<file path="src/rtl/memwb_pkg.sv">
// Shared types for the MEM/WB skid stage: FSM states, default payload layout
// and the payload width helper.
package memwb_pkg;

    localparam int unsigned MEMWB_DW = 32;
    localparam int unsigned MEMWB_AW = 5;

    typedef enum logic [1:0] {
        EMPTY = 2'd0,
        ONE   = 2'd1,
        FULL  = 2'd2
    } state_t;

    typedef struct packed {
        logic                m2r;
        logic                regwr;
        logic [MEMWB_DW-1:0] memdata;
        logic [MEMWB_DW-1:0] aluout;
        logic [MEMWB_AW-1:0] rd;
    } memwb_payload_t;

    function automatic int unsigned payload_w(input int unsigned dw, input int unsigned aw);
        return 2 + 2 * dw + aw;
    endfunction

endpackage

</file>
<file path="src/rtl/memwb_skid_stage_skid_buf.sv">
// Generic 2-entry valid/ready skid buffer; in_ready depends on state only.
module skid_buf
    import memwb_pkg::*;
#(
    parameter int unsigned W = 8
) (
    input  logic         clk,
    input  logic         rst,
    input  logic         flush,
    input  logic         in_valid,
    output logic         in_ready,
    input  logic [W-1:0] in_data,
    output logic         out_valid,
    input  logic         out_ready,
    output logic [W-1:0] out_data,
    output logic [1:0]   occupancy
);

    state_t       state, state_next;
    logic [W-1:0] main_q, skid_q, main_next;
    logic         load_main, load_skid;
    logic         push, pop;

    assign in_ready  = (state != FULL);
    assign out_valid = (state != EMPTY);
    assign push      = in_valid & in_ready;
    assign pop       = out_valid & out_ready;
    assign out_data  = main_q;

    always_ff @(posedge clk) begin
        if (rst) begin
            state  <= EMPTY;
            main_q <= '0;
            skid_q <= '0;
        end else begin
            state <= state_next;
            if (load_main) main_q <= main_next;
            if (load_skid) skid_q <= in_data;
        end
    end

    always_comb begin
        state_next = state;
        main_next  = in_data;
        load_main  = 1'b0;
        load_skid  = 1'b0;
        case (state)
            EMPTY: begin
                if (push) begin
                    load_main  = 1'b1;
                    state_next = ONE;
                end
            end
            ONE: begin
                if (push && pop) begin
                    load_main = 1'b1;
                end else if (push) begin
                    load_skid  = 1'b1;
                    state_next = FULL;
                end else if (pop) begin
                    state_next = EMPTY;
                end
            end
            FULL: begin
                if (pop) begin
                    main_next  = skid_q;
                    load_main  = 1'b1;
                    state_next = ONE;
                end
            end
            default: state_next = EMPTY;
        endcase
        // Flush only drops validity; payload registers keep their contents.
        if (flush) begin
            state_next = EMPTY;
            load_main  = 1'b0;
            load_skid  = 1'b0;
        end
    end

    always_comb begin
        case (state)
            ONE:     occupancy = 2'd1;
            FULL:    occupancy = 2'd2;
            default: occupancy = 2'd0;
        endcase
    end

endmodule

</file>
<file path="src/rtl/memwb_skid_stage.sv">
// MEM/WB pipeline stage with skid buffering, writeback data select and a
// gated register-file write strobe.
module memwb_skid_stage
    import memwb_pkg::*;
#(
    parameter int unsigned DW             = 32,
    parameter int unsigned AW             = 5,
    parameter bit          ZERO_REG_GUARD = 1'b1
) (
    input  logic          clk,
    input  logic          rst,
    input  logic          flush,
    input  logic          in_valid,
    output logic          in_ready,
    input  logic          in_m2r,
    input  logic          in_regwr,
    input  logic [DW-1:0] in_memdata,
    input  logic [DW-1:0] in_aluout,
    input  logic [AW-1:0] in_rd,
    output logic          out_valid,
    input  logic          out_ready,
    output logic          out_m2r,
    output logic          out_regwr,
    output logic [DW-1:0] out_memdata,
    output logic [DW-1:0] out_aluout,
    output logic [AW-1:0] out_rd,
    output logic          wb_we,
    output logic [AW-1:0] wb_addr,
    output logic [DW-1:0] wb_data,
    output logic [1:0]    occupancy
);

    localparam int unsigned PW = payload_w(DW, AW);

    typedef struct packed {
        logic          m2r;
        logic          regwr;
        logic [DW-1:0] memdata;
        logic [DW-1:0] aluout;
        logic [AW-1:0] rd;
    } payload_t;

    payload_t in_payload, out_payload;
    logic     rd_ok;

    assign in_payload = '{m2r: in_m2r, regwr: in_regwr, memdata: in_memdata,
                          aluout: in_aluout, rd: in_rd};

    skid_buf #(
        .W (PW)
    ) u_skid (
        .clk       (clk),
        .rst       (rst),
        .flush     (flush),
        .in_valid  (in_valid),
        .in_ready  (in_ready),
        .in_data   (in_payload),
        .out_valid (out_valid),
        .out_ready (out_ready),
        .out_data  (out_payload),
        .occupancy (occupancy)
    );

    assign out_m2r     = out_payload.m2r;
    assign out_regwr   = out_payload.regwr;
    assign out_memdata = out_payload.memdata;
    assign out_aluout  = out_payload.aluout;
    assign out_rd      = out_payload.rd;

    assign rd_ok   = !ZERO_REG_GUARD || (out_payload.rd != '0);
    assign wb_we   = out_valid & out_ready & out_payload.regwr & rd_ok;
    assign wb_addr = out_payload.rd;
    assign wb_data = out_payload.m2r ? out_payload.memdata : out_payload.aluout;

endmodule

</file>
<file path="config.mk">
export PLATFORM = sky130hd
export DESIGN_NAME = memwb_skid_stage
export DESIGN_NICKNAME = d
export VERILOG_FILES = /design/src/rtl/memwb_pkg.sv /design/src/rtl/memwb_skid_stage_skid_buf.sv /design/src/rtl/memwb_skid_stage.sv
export SDC_FILE = /design/constraint.sdc
export NUM_CORES = 1
export LEC_CHECK = 0
export ABC_AREA = 1
export CORE_ASPECT_RATIO = 0.5
export CORE_MARGIN = 8
export CORE_UTILIZATION = 30
export DETAILED_ROUTE_END_ITERATION = 7
export PLACE_DENSITY = 0.51
export SETUP_SLACK_MARGIN = 0.4
export SKIP_CTS_REPAIR_TIMING = 1
export SLEW_MARGIN = 20
export SYNTH_ARGS = -nofsm -noshare
export SYNTH_HDL_FRONTEND = slang
export SYNTH_SLANG_ARGS = --single-unit
</file>
<file path="constraint.sdc">
create_clock -name clk -period 3.1 [get_ports clk]
set_input_delay 0.62 -clock clk [delete_from_list [all_inputs] [get_ports clk]]
set_output_delay 0.62 -clock clk [all_outputs]
set_load 0.005 [all_outputs]
</file>
Word-level counts from Yosys, hierarchy flattened
Index checks and enable logic that the tools add are counted.
Storage, ports and cells
  output and inout bits: 113
  bits of input ports: 76
  flip-flop bits (word level): 144
  word-level logic and storage cells: 38
Operators by class
  bitwise gates (word level): 4
  reductions and logical operators: 6
  multiplexer cells: 18
  equal/unequal tests: 7
Operators by type and width (count)
  $mux 71: 2
  $mux 32: 1
  $mux 2: 5
  $mux 1: 7
  $pmux 2 s3: 1
  $reduce_bool 5->1: 1
  $and 1x1->1: 4
  $ne 2x1->1 const B: 2
  $ne 2x2->1 const B: 2
  $pmux 2 s2: 1
  $reduce_and 4->1: 1
  $ne 3x1->1 const B: 1
  $pmux 1 s3: 1
  $eq 2x1->1 const B: 1
  $eq 2x2->1 const B: 1
  $logic_not 2->1: 1
  $reduce_bool 2->1: 1
  $reduce_or 2->1: 1
  $logic_and 1x1->1: 1

Logic depth before layout (Yosys ltp)
Gate-level depths: netlist of the first run.
  depth in word-level cells: 6
  mapped depth: 9
  depth with buffers taken out: 8

By module
A second synthesis of the first run with hierarchy kept.
Unflattened totals
  cell total of the unflattened synthesis: 1135
  area, all modules: 7074.3 µm²
By module, submodules not included
  skid_buf: cells each 1018, area each 6388.6 µm², sequential area each 2882.8 µm², times used 1
  memwb_skid_stage: cells each 117, area each 685.7 µm², sequential area each 0.0 µm², times used 1

Least setup slack after synthesis of the first run
Ideal clock, no wire load.
  path type: register to output
  start: reg u_skid.main_q[70], in the netlist u_skid.out_data[70]
  end: out wb_data[2]
  cell stages (with the launch flop): 5
  path slack: 1.457 ns
  path buffers: 2
  arrival time: 1.023 ns
  required time: 2.480 ns
  cell sequence: dfxtp_1 > clkbuf_1 > clkbuf_1 > nand2_1 > o21ai_0
On the way
  cells in the longest elaborated chain, start to end: 1
Ends and longest elaborated chain
  from (decl): line memwb_skid_stage_skid_buf.sv:20  | logic [W-1:0] main_q, skid_q, main_next;
  from (signal assigned): line memwb_skid_stage_skid_buf.sv:37  | if (load_main) main_q <= main_next;
  $mux 32: line memwb_skid_stage.sv:73  | assign wb_data = out_payload.m2r ? out_payload.memdata : out_payload.aluout;
  to (decl): line memwb_skid_stage.sv:29  | output logic [DW-1:0] wb_data,
Every way passes these cells.

Worst setup path after layout of the first run
  start: in out_ready
  end: out wb_we
On the way
  cells in the longest elaborated chain, start to end: 3
Ends and longest elaborated chain
  from (decl): line memwb_skid_stage.sv:21  | input logic out_ready,
  $and 1x1->1 (3 in series): line memwb_skid_stage.sv:71  | assign wb_we = out_valid & out_ready & out_payload.regwr & rd_ok;
  to (decl): line memwb_skid_stage.sv:27  | output logic wb_we,
Every way passes these cells.

==> PnR_summary.wiki, run 1 <==
{| class="wikitable"
! Metric !! Value
|-
| Clock root buffer || sky130_fd_sc_hd__clkbuf_16
|-
| Combined global-route utilization of all metal layers || 0.164
|-
| I/O pin count || 189
|-
| TritonCTS clock tree || yes
|-
| Critical Path Sink Type || output pin
|-
| Relative contribution of sequential cells to total power || 0.424
|-
| Number of warning messages in the yosys log || 0
|-
| Die outline area || 30400 sq um
|-
| Tcrit/Tclk final || 0.850
|-
| Pwr/cell area || 472 nW/um^2
|-
| Peak-usage layer in the global routing report || met2
|-
| Sequential share of the synthesized area || 0.388
|-
| HPWL reported at the end of detailed placement || 17100 um
|-
| Met3 GRT Util || 0.0345
|-
| Measured slew at the worst slew-check pin || 0.852 ns
|-
| Worst hold endpoint || u_skid.skid_q[19]
|-
| Reg2reg start || u_skid.state[0]
|-
| Kind of start point of the critical path || primary input
|-
| Most common library cell in the layout ignoring fill and taps || sky130_fd_sc_hd__nand2_1
|-
| Start point of the worst min-delay path || u_skid.skid_q[19]
|-
| Clock skew after layout || 0.00566 ns
|-
| Cell leakage power || 4.85 nW
|-
| Crit Path Max Fanout || 2
|-
| Synthesized area per cell || 5.94 sq um
|-
| Number of cells on the worst reg-to-reg path || 6
|-
| Clock sink total || 144
|-
| DR vias || 7580
|-
| Fraction of power consumed by combinational cells || 0.179
|-
| Minimum setup slack in the final design || 0.464 ns
|-
| Num CTS Buffers || 17
|-
| Final core utilization || 0.417
|-
| Worst Hold Class || reg2reg
|-
| Cell taking the most area after synthesis || sky130_fd_sc_hd__dfxtp_1
|-
| Synth Area in XOR/XNOR || 0
|-
| Met1 Track Usage GR || 0.214
|-
| Net Sw Frac || 0.272
|-
| Global-route wire length before repair || 39800 um
|-
| Cell Rows || 40
|-
| Via count of the first global-routing pass || 7004
|-
| Synth Area in Compound Gates || 0.0237
|-
| Post-Place Worst Slack || 0.411 ns
|-
| Number of pins exceeding their max-slew limit in the final report || 0
|-
| Min cycle time layout || 2.64 ns
|-
| Remaining DRCs || 0
|-
| Fraction of post-synthesis cell area in the top cell type by area || 0.388
|-
| Top library cells by usage in the layout, fill and taps aside || sky130_fd_sc_hd__nand2_1, sky130_fd_sc_hd__nor2_1, sky130_fd_sc_hd__clkdlybuf4s50_1, sky130_fd_sc_hd__inv_1, sky130_fd_sc_hd__dfxtp_1
|-
| Finished Cell Area || 10100 sq um
|-
| Main combinational cell family by area after synthesis || simple AND/OR/NAND/NOR gates
|-
| Post-detailed-route wirelength per cell || 14.6 um
|-
| Destination of the worst register-to-register timing path || u_skid.skid_q[58]
|-
| Mapped Cells || 1252
|-
| Horizontal extent of the die || 239 um
|-
| Data arrival, critical path || 2.02 ns
|-
| Synth cell types || 20
|-
| Net count reported at finish || 1469
|-
| Multiplexer area fraction after synthesis || 0
|-
| Net count of the mapped netlist || 1328
|-
| Most area-consuming cells after synthesis || sky130_fd_sc_hd__dfxtp_1, sky130_fd_sc_hd__nand2_1, sky130_fd_sc_hd__nor2_1
|-
| Setup repair after global routing missed its margin || no
|-
| Synthesis-stage register bit count || 144
|-
| Remaining antenna violation count after routing || 0
|-
| Count of max-cap constraint violations || 0
|-
| Gr ovfl total || 0
|-
| Int Pwr || 3.47 mW
|-
| Final antenna diode count || 0
|-
| Max H-tree Level || 4
|-
| Number of placed cells counting well taps || 1710
|-
| Area fraction in and, or, nand and nor cells after synthesis || 0.451
|-
| Count of TritonRoute iterations in the first routing pass || 5
|-
| Die boundary height || 127 um
|-
| Outcome || finished, final reports clean
|-
| Number of buffers inserted by port buffering || 188
|-
| Final TNS setup || 0 ns
|-
| Final Hold Vio Count || 0
|-
| Fraction of layout instances using a drive strength above 1 || 0.0420
|-
| Critical path class || in2out
|-
| Clk slew on worst S/H paths || 0.06 ns
|-
| Net switching component of the power || 1.29 mW
|-
| Non-Filler Instances || 1741
|-
| Adder-cell share of the synthesized area || 0
|-
| Peak VDD IR || 0.311 mV
|-
| Worst hold path stage count || 2
|-
| Final setup violating endpoints || 0
|-
| Pin count of the biggest net entering global routing || 74
|-
| WL final || 25500 um
|-
| Part of the power in the clock network || 0.397
|-
| Instance area after placement || 9560 sq um
|-
| Starting utilization of the core area || 0.308
|-
| Initial antenna violation count || 0
|-
| Max Clk Rate || 0.379 GHz
|-
| Detailed router's first-iteration violation count || 495
|-
| Clock Tree Buf Depth || 2
|-
| Floorplan Core Area || 24200 sq um
|-
| Via-to-Cell Ratio || 4.35
|-
| Worst slew slack as a fraction of its limit || 0.432
|-
| RD Place Congestion || 0.795
|-
| Layout overhead on the synthesized area || 35.6%
|-
| Post-synth design cell area || 7440 sq um
|-
| R2R Setup Slk || 1.21 ns
|-
| Clock insertion delay at the later pin of the skew report || 0.42 ns
|-
| Met2 usage in global routing || 0.276
|-
| Required time worst endpoint || 2.48 ns
|}
==> stage by stage <==
step / hold WS (ns) / total power, mW
floorplan: 0.454 / 2.45
global placement: 0.462 / 2.91
detailed placement: 0.471 / 2.92
CTS: 0.485 / 4.83
global route: 0.499 / 5.01
finish: 0.480 / 4.76
==> sequential cells by signal, indices dropped and copies added, names as in the netlist <==
name and flops:
u_skid.out_data 71, u_skid.skid_q 71, u_skid.state 2
==> final cells by class <==
class / count / area (sq um)
clock inverter: 7 / 35.0
clock buffer: 24 / 492
fill: 2605 / 14100
sequential: 144 / 2880
inverter: 151 / 569
multi-input combinational: 872 / 3560
tap: 336 / 420
timing repair buffer: 207 / 2130
==> layer usage <==
metal / vias up / share of wire
li1: 4014 / -
met4: 0 / 0.013
met3: 18 / 0.035
met1: 3448 / 0.47
met2: 100 / 0.48
met5: - / 0
==> worst max path at each step <==
| stage | cells past startpoint | from | slack (ns) | to |
|---|---|---|---|---|
| floorplan | 4 | u_skid.out_data[70] | 1.46 | wb_data[2] |
| global placement | 4 | out_ready | 0.42 | wb_we |
| detailed placement | 4 | out_ready | 0.41 | wb_we |
| CTS | 4 | out_ready | 0.41 | wb_we |
| global route | 4 | out_ready | 0.40 | wb_we |
| finish | 4 | out_ready | 0.46 | wb_we |
==> logic make-up (layout without fill, tap and decap cells) <==
group	count (synthesis)	after routing
DFF	144	144
buffers and inverters	236	389
AOI/OAI and AO/OA	35	35
and+or+nand+nor	837	837
==> power groups by stage <==
stage	Clock, mW	Combinational (mW)	Sequential [mW]
5_1_grt	2.03	0.948	2.03
3_3_place_gp	0	0.855	2.05
6_report	1.89	0.852	2.02
4_1_cts	1.95	0.866	2.02
3_5_place_dp	0	0.860	2.06
2_1_floorplan	0	0.402	2.04
==> synthesized netlist by cell type, drive strengths merged <==
| cell | n |
|---|---|
| nor3 | 1 |
| nand2 | 471 |
| dfxtp | 144 |
| nand4 | 71 |
| inv | 151 |
| nand3 | 3 |
| clkbuf | 32 |
| nor2 | 291 |
| a31oi | 1 |
| o21ai | 33 |
| a21oi | 1 |
| buf | 53 |
==> critical path: stages <==
cell and delay [ns]:
sky130_fd_sc_hd__clkdlybuf4s50_1 0.53, sky130_fd_sc_hd__nand3_1 0.15, sky130_fd_sc_hd__a31oi_1 0.17, sky130_fd_sc_hd__clkdlybuf4s50_1 0.54
Note: power is estimated with default switching activity, not from simulation.
==> run 2, diff against run 1 <==
--- a/config.mk
+++ b/config.mk
@@ -6,7 +6,7 @@
 export NUM_CORES = 1
 export LEC_CHECK = 0
 export ABC_AREA = 1
-export CORE_ASPECT_RATIO = 0.5
+export CORE_ASPECT_RATIO = 1.4
 export CORE_MARGIN = 8
 export CORE_UTILIZATION = 30
 export DETAILED_ROUTE_END_ITERATION = 7
==> run 2 against run 1 <==
Clock power increased by 17%. Combinational power decreased by 0.9%. Count of clock-buffer cells in the layout shrank 6. Worst hold slack worse by 0.0010 ns. Highest routed layer is now met5.
==> PnR_summary.wiki, run 2 (synthesis results as in run 1) <==
{| class="wikitable"
! Metric !! Value
|-
| Global-route wire length before repair || 41100 um (+3.1%)
|-
| Remaining DRCs || 0 (unchanged)
|-
| Clk slew on worst S/H paths || 0.06 ns (about the same)
|-
| Fraction of layout instances using a drive strength above 1 || 0.0441 (+0.00210)
|-
| Final core utilization || 0.415 (-0.00261)
|-
| Clock insertion delay at the later pin of the skew report || 0.42 ns (about the same)
|-
| Final TNS setup || 0 ns (unchanged)
|-
| Peak VDD IR || 0.382 mV (+23%)
|-
| CP top delay family || buffers and inverters
|-
| Combined global-route utilization of all metal layers || 0.173 (+0.00931)
|-
| Horizontal extent of the die || 149 um (-38%)
|-
| Measured slew at the worst slew-check pin || 0.541 ns (-0.310 ns)
|-
| Gr ovfl total || 0 (unchanged)
|-
| Crit Path Max Fanout || 2 (unchanged)
|-
| Via count of the first global-routing pass || 7309 (+4.4%)
|-
| Num CTS Buffers || 17 (unchanged)
|-
| Worst slew slack as a fraction of its limit || 0.639 (+0.207)
|-
| Outcome || finished, final reports clean
|-
| Setup repair after global routing missed its margin || no
|-
| Count of TritonRoute iterations in the first routing pass || 5 (unchanged)
|-
| Remaining antenna violation count after routing || 0 (unchanged)
|-
| Data arrival, critical path || 1.97 ns (-0.05 ns)
|-
| Most frequent cell on the critical path || sky130_fd_sc_hd__clkdlybuf4s50_1
|-
| Cell Rows || 68 (+70%)
|-
| Kind of start point of the critical path || primary input
|-
| Top library cells by usage in the layout, fill and taps aside || sky130_fd_sc_hd__nand2_1, sky130_fd_sc_hd__nor2_1, sky130_fd_sc_hd__clkdlybuf4s50_1, sky130_fd_sc_hd__inv_1, sky130_fd_sc_hd__dfxtp_1
|-
| I/O pin count || 189 (unchanged)
|-
| Clock skew after layout || 0.00742 ns (+0.00175 ns)
|-
| Clock root buffer || sky130_fd_sc_hd__clkbuf_16
|-
| Instance area after placement || 9540 sq um (-0.22%)
|-
| Critical path class || in2out
|-
| Cell leakage power || 4.89 nW (+0.82%)
|-
| Fillcell total || 2688 (+3.2%)
|-
| TritonCTS clock tree || yes
|-
| Via-to-Cell Ratio || 4.41 (+1.4%)
|-
| Die outline area || 30200 sq um (-0.77%)
|-
| Clock Tree Buf Depth || 2 (unchanged)
|-
| Number of buffer and inverter instances along the worst setup path || 2 (unchanged)
|-
| Layout overhead on the synthesized area || 36.6%
|-
| Starting utilization of the core area || 0.304 (-0.00415)
|-
| Pwr/cell area || 499 nW/um^2 (+5.8%)
|-
| Number of pins exceeding their max-slew limit in the final report || 0 (unchanged)
|-
| Final setup violating endpoints || 0 (unchanged)
|-
| Die boundary height || 202 um (+59%)
|-
| Detailed router's first-iteration violation count || 450 (-9.1%)
|-
| Clock sink total || 144 (unchanged)
|-
| DR vias || 7599 (+0.25%)
|-
| Post-detailed-route wirelength per cell || 15.0 um (+2.5%)
|-
| Number of placed cells counting well taps || 1689 (-1.2%)
|-
| Max H-tree Level || 4 (unchanged)
|-
| WL final || 25800 um (+1.4%)
|-
| Cell at the slowest stage of the critical path || sky130_fd_sc_hd__clkdlybuf4s50_1
|-
| HPWL reported at the end of detailed placement || 16900 um (-1.2%)
|-
| Pin count of the biggest net entering global routing || 67 (-9.5%)
|-
| Longest individual stage delay on the worst path || 0.52 ns (-0.02 ns)
|-
| Required time worst endpoint || 2.48 ns (about the same)
|-
| RD Place Congestion || 0.750 (-5.7%)
|-
| Finished Cell Area || 10200 sq um (+0.73%)
|-
| Initial antenna violation count || 3 (+3)
|-
| Most common library cell in the layout ignoring fill and taps || sky130_fd_sc_hd__nand2_1
|-
| Net count reported at finish || 1469 (unchanged)
|-
| Worst Hold Class || reg2reg
|-
| Max Clk Rate || 0.386 GHz (+1.7%)
|-
| Floorplan Core Area || 24500 sq um (+1.4%)
|-
| Tcrit/Tclk final || 0.836 (-0.0146)
|-
| Min cycle time layout || 2.59 ns (-0.0453 ns)
|-
| Non-Filler Instances || 1722 (-1.1%)
|-
| Critical-path cell list || clkdlybuf4s50_1 -> nand3_1 -> a31oi_1 -> clkdlybuf4s50_1
|-
| Number of buffers inserted by port buffering || 188 (unchanged)
|-
| Count of max-cap constraint violations || 0 (unchanged)
|-
| Critical Path Sink Type || output pin
|-
| Final Hold Vio Count || 0 (unchanged)
|}
## run 2: cell types whose count changed in the layout (fill, tap and decap cells not counted), moves of 2 or more
cell                        delta
sky130_fd_sc_hd__clkbuf_8      -4
sky130_fd_sc_hd__clkinv_2      -3
sky130_fd_sc_hd__clkinv_4      +5
sky130_fd_sc_hd__bufinv_16     +4
sky130_fd_sc_hd__clkbuf_1      -2
## run 2: layer usage
metal	track usage	part of all wire	vias up
li1	-	-	4013
met1	0.212	0.45	3408
met2	0.296	0.48	154
met3	0.0452	0.056	20
met4	0.0420	0.011	4
met5	0	0.0010	-
## run 2: per-stage QoR
step | total power, mW | hold slack [ns] | setup WS [ns]
after CTS | 5.15 | 0.485 | 0.373
final | 5.07 | 0.479 | 0.509
after detailed placement | 2.91 | 0.472 | 0.462
after global routing | 5.33 | 0.496 | 0.403
after global placement | 2.91 | 0.462 | 0.473
after floorplan | 2.45 | 0.454 | 1.46
## run 2: cell type report
class,instances,area (sq um),area share
clock buffer,18,429,0.0422
antenna,1,2.50,0.000246
tap,315,394,0.0388
sequential,144,2890,0.284
timing repair buffer,207,2120,0.209
multi-input combinational,872,3560,0.351
inverter,151,569,0.0560
clock inverter,14,191,0.0188
## run 2: worst register-to-register path, delay by kind of cell (launching register included)
family | cells | cell delay, ns
simple gates | 4 | 0.54
flops | 1 | 0.37
compound gates | 1 | 0.40
buf+inv | 1 | 0.40
## run 2: worst paths after layout
| kind | startpoint | endpoint | slack, ns | depth (start not counted) |
|---|---|---|---|---|
| hold / removal | u_skid.skid_q[47] | u_skid.skid_q[47] | 0.48 | 2 |
| setup reg to reg | u_skid.state[0] | u_skid.skid_q[45] | 1.30 | 6 |
| hold reg to reg | u_skid.skid_q[47] | u_skid.skid_q[47] | 0.48 | 2 |
| setup / recovery | out_ready | wb_we | 0.51 | 4 |
## run 2: power breakdown
group	internal [mW]	leakage, nW	switching, mW	total, mW
Sequential	1.95	1.18	0.0698	2.02
Clock	1.35	0.304	0.866	2.21
Combinational	0.423	3.41	0.421	0.844
==> run 3, diff against run 2 <==
--- a/config.mk
+++ b/config.mk
@@ -10,7 +10,7 @@
 export CORE_MARGIN = 8
 export CORE_UTILIZATION = 30
 export DETAILED_ROUTE_END_ITERATION = 7
-export PLACE_DENSITY = 0.51
+export PLACE_DENSITY = 0.53
 export SETUP_SLACK_MARGIN = 0.4
 export SKIP_CTS_REPAIR_TIMING = 1
 export SLEW_MARGIN = 20
==> constraint.sdc (replaced) <==
create_clock -name clk -period 2.1 [get_ports clk]
set_input_delay 0.42 -clock clk [delete_from_list [all_inputs] [get_ports clk]]
set_output_delay 0.42 -clock clk [all_outputs]
set_load 0.005 [all_outputs]
==> run 3 against run 2 <==
Non-clock buffer count rose by 41. Die area did not move. Clock power rose by 42%. Register-to-register slack got worse by 0.75 ns. Sequential share of layout area fell by 1.6 points. Critical path depth rose by 3. Worst hold slack improved by 0.0019 ns. Final area rose by 7.4%. Sequential power rose by 48%. Final cell count rose by 2.3%. Clock skew rose by 0.0016 ns. Via count rose by 3.3%.
==> PnR_summary.wiki, run 3 (synthesis results as in run 1) <==
{| class="wikitable"
! Metric !! Value
|-
| Area occupied by registers || 2930 sq um (+1.4%)
|-
| Fraction of layout instances using a drive strength above 1 || 0.127 (+0.0832)
|-
| Die boundary height || 202 um (unchanged)
|-
| Via count of the first global-routing pass || 7005 (-4.2%)
|-
| Number of placed cells counting well taps || 1700 (+0.65%)
|-
| Worst hold endpoint || u_skid.skid_q[25]
|-
| Global-route wire length before repair || 40000 um (-2.7%)
|-
| Critical Path Sink Type || output pin
|-
| Remaining antenna violation count after routing || 0 (unchanged)
|-
| Measured slew at the worst slew-check pin || 0.306 ns (-0.236 ns)
|-
| Required time worst endpoint || 1.68 ns (-0.80 ns)
|-
| Critical-path cell list || buf_6 -> clkbuf_16 -> buf_8 -> buf_6 -> nand2_2 -> o21ai_1 -> buf_2
|-
| Final Hold Vio Count || 0 (unchanged)
|-
| Layout overhead on the synthesized area || 46.8%
|-
| Final core utilization || 0.446 (+0.0308)
|-
| Cell at the slowest stage of the critical path || sky130_fd_sc_hd__dfxtp_4
|-
| Number of pins exceeding their max-slew limit in the final report || 0 (unchanged)
|-
| R2R Setup Slk || 0.55 ns (-0.75 ns)
|-
| Worst hold slack || 0.481 ns (+0.00185 ns)
|-
| Destination of the worst register-to-register timing path || u_skid.skid_q[21]
|-
| Top library cells by usage in the layout, fill and taps aside || sky130_fd_sc_hd__nand2_1, sky130_fd_sc_hd__nor2_1, sky130_fd_sc_hd__inv_1, sky130_fd_sc_hd__dfxtp_1, sky130_fd_sc_hd__dlymetal6s2s_1
|-
| Worst Hold Class || reg2reg
|-
| Number of cells on the worst reg-to-reg path || 7 (+1)
|-
| Net count reported at finish || 1510 (+2.8%)
|-
| Most frequent cell on the critical path || sky130_fd_sc_hd__buf_6
|-
| Design Power || 7.48 mW (+47%)
|-
| Remaining DRCs || 0 (unchanged)
|-
| Clk slew on worst S/H paths || 0.06 ns (about the same)
|-
| Instance area after placement || 9730 sq um (+2.0%)
|-
| Detailed router's first-iteration violation count || 445 (-1.1%)
|-
| Horizontal extent of the die || 149 um (unchanged)
|-
| Crit Path Max Fanout || 8 (+6)
|-
| Non-Filler Instances || 1762 (+2.3%)
|-
| Worst slew slack as a fraction of its limit || 0.796 (+0.157)
|-
| Post-Place Worst Slack || -0.189 ns (-0.651 ns)
|-
| Data arrival, critical path || 1.55 ns (-0.42 ns)
|-
| Number of buffers inserted by port buffering || 188 (unchanged)
|-
| Count of max-cap constraint violations || 0 (unchanged)
|-
| Fillcell total || 2616 (-2.7%)
|-
| Peak VDD IR || 0.599 mV (+57%)
|-
| Clock insertion delay at the later pin of the skew report || 0.43 ns (about the same)
|-
| Clock skew after layout || 0.00907 ns (+0.00165 ns)
|-
| Area of the multi-input gates || 3630 sq um (+2.0%)
|-
| Starting utilization of the core area || 0.304 (unchanged)
|-
| Via-to-Cell Ratio || 4.45 (+0.91%)
|-
| Max H-tree Level || 4 (unchanged)
|-
| Min cycle time layout || 1.97 ns
|-
| Start point of the worst min-delay path || u_skid.skid_q[25]
|-
| Cell Rows || 68 (unchanged)
|-
| I/O pin count || 189 (unchanged)
|-
| Critical path class || reg2out
|-
| Setup repair after global routing missed its margin || yes
|-
| Pin count of the biggest net entering global routing || 53 (-21%)
|-
| Floorplan Core Area || 24500 sq um (unchanged)
|-
| Reg2reg start || u_skid.state[1]
|-
| Finished Cell Area || 10900 sq um (+7.4%)
|-
| WL final || 27500 um (+6.6%)
|-
| Combined global-route utilization of all metal layers || 0.168 (-0.00532)
|-
| Max Clk Rate || 0.507 GHz
|-
| Num CTS Buffers || 17 (unchanged)
|-
| Pwr/cell area || 685 nW/um^2 (+37%)
|-
| Post-detailed-route wirelength per cell || 15.6 um (+4.2%)
|-
| Final TNS setup || 0 ns (unchanged)
|-
| Initial antenna violation count || 3 (unchanged)
|-
| Kind of start point of the critical path || flop
|-
| Clock root buffer || sky130_fd_sc_hd__clkbuf_16
|-
| Gr ovfl total || 0 (unchanged)
|-
| Final setup violating endpoints || 0 (unchanged)
|-
| Most common library cell in the layout ignoring fill and taps || sky130_fd_sc_hd__nand2_1
|-
| Tcrit/Tclk final || 0.939
|-
| Outcome || finished, final reports clean
|-
| Die outline area || 30200 sq um (unchanged)
|-
| Count of TritonRoute iterations in the first routing pass || 6 (+1)
|-
| Cell leakage power || 6.51 nW (+33%)
|-
| Clock Tree Buf Depth || 2 (unchanged)
|-
| HPWL reported at the end of detailed placement || 17400 um (+3.0%)
|-
| DR vias || 7846 (+3.3%)
|-
| Clock sink total || 144 (unchanged)
|-
| Minimum setup slack in the final design || 0.127 ns (-0.382 ns)
|-
| Worst hold path stage count || 2 (unchanged)
|-
| Longest individual stage delay on the worst path || 0.40 ns (-0.12 ns)
|-
| TritonCTS clock tree || yes
|-
| RD Place Congestion || 0.794 (+5.8%)
|}
run 3: worst max-delay path by stage:
stage	startpoint	endpoint	slack, ns	cells after the start
after floorplan	u_skid.out_data[70]	wb_data[2]	0.66	4
after global placement	out_ready	wb_we	-0.18	4
after detailed placement	out_ready	wb_we	-0.19	4
after CTS	u_skid.state[1]	wb_we	-0.25	5
after global routing	u_skid.out_data[70]	wb_data[19]	0.06	7
final	u_skid.out_data[70]	wb_data[19]	0.13	7
run 3: where the power goes:
part | leakage [nW] | total [mW] | internal [mW] | switching (mW)
logic | 5.04 | 1.36 | 0.670 | 0.692
clock network | 0.283 | 3.14 | 1.91 | 1.23
registers | 1.19 | 2.98 | 2.88 | 0.0973
run 3: worst max-delay path, delay by kind of cell, from the launching register on:
kind	cells	cell delay [ns]
buffers and inverters	5	0.62
AOI/OAI and AO/OA	1	0.05
and+or+nand+nor	1	0.04
DFF	1	0.40
run 3: area by class of cell:
| cell class | instances | area share |
|---|---|---|
| Inverter | 151 | 0.0524 |
| Tap cell | 315 | 0.0361 |
| Sequential cell | 144 | 0.268 |
| Multi-Input combinational cell | 872 | 0.333 |
| Timing Repair Buffer | 248 | 0.256 |
| Clock inverter | 11 | 0.0128 |
| Antenna cell | 2 | 0.000458 |
| Clock buffer | 19 | 0.0415 |
run 3: metal layers:
metal / track usage / share of wire
met5: 0 / 0.00044
met4: 0.0477 / 0.018
met3: 0.0423 / 0.043
met2: 0.279 / 0.48
met1: 0.210 / 0.45
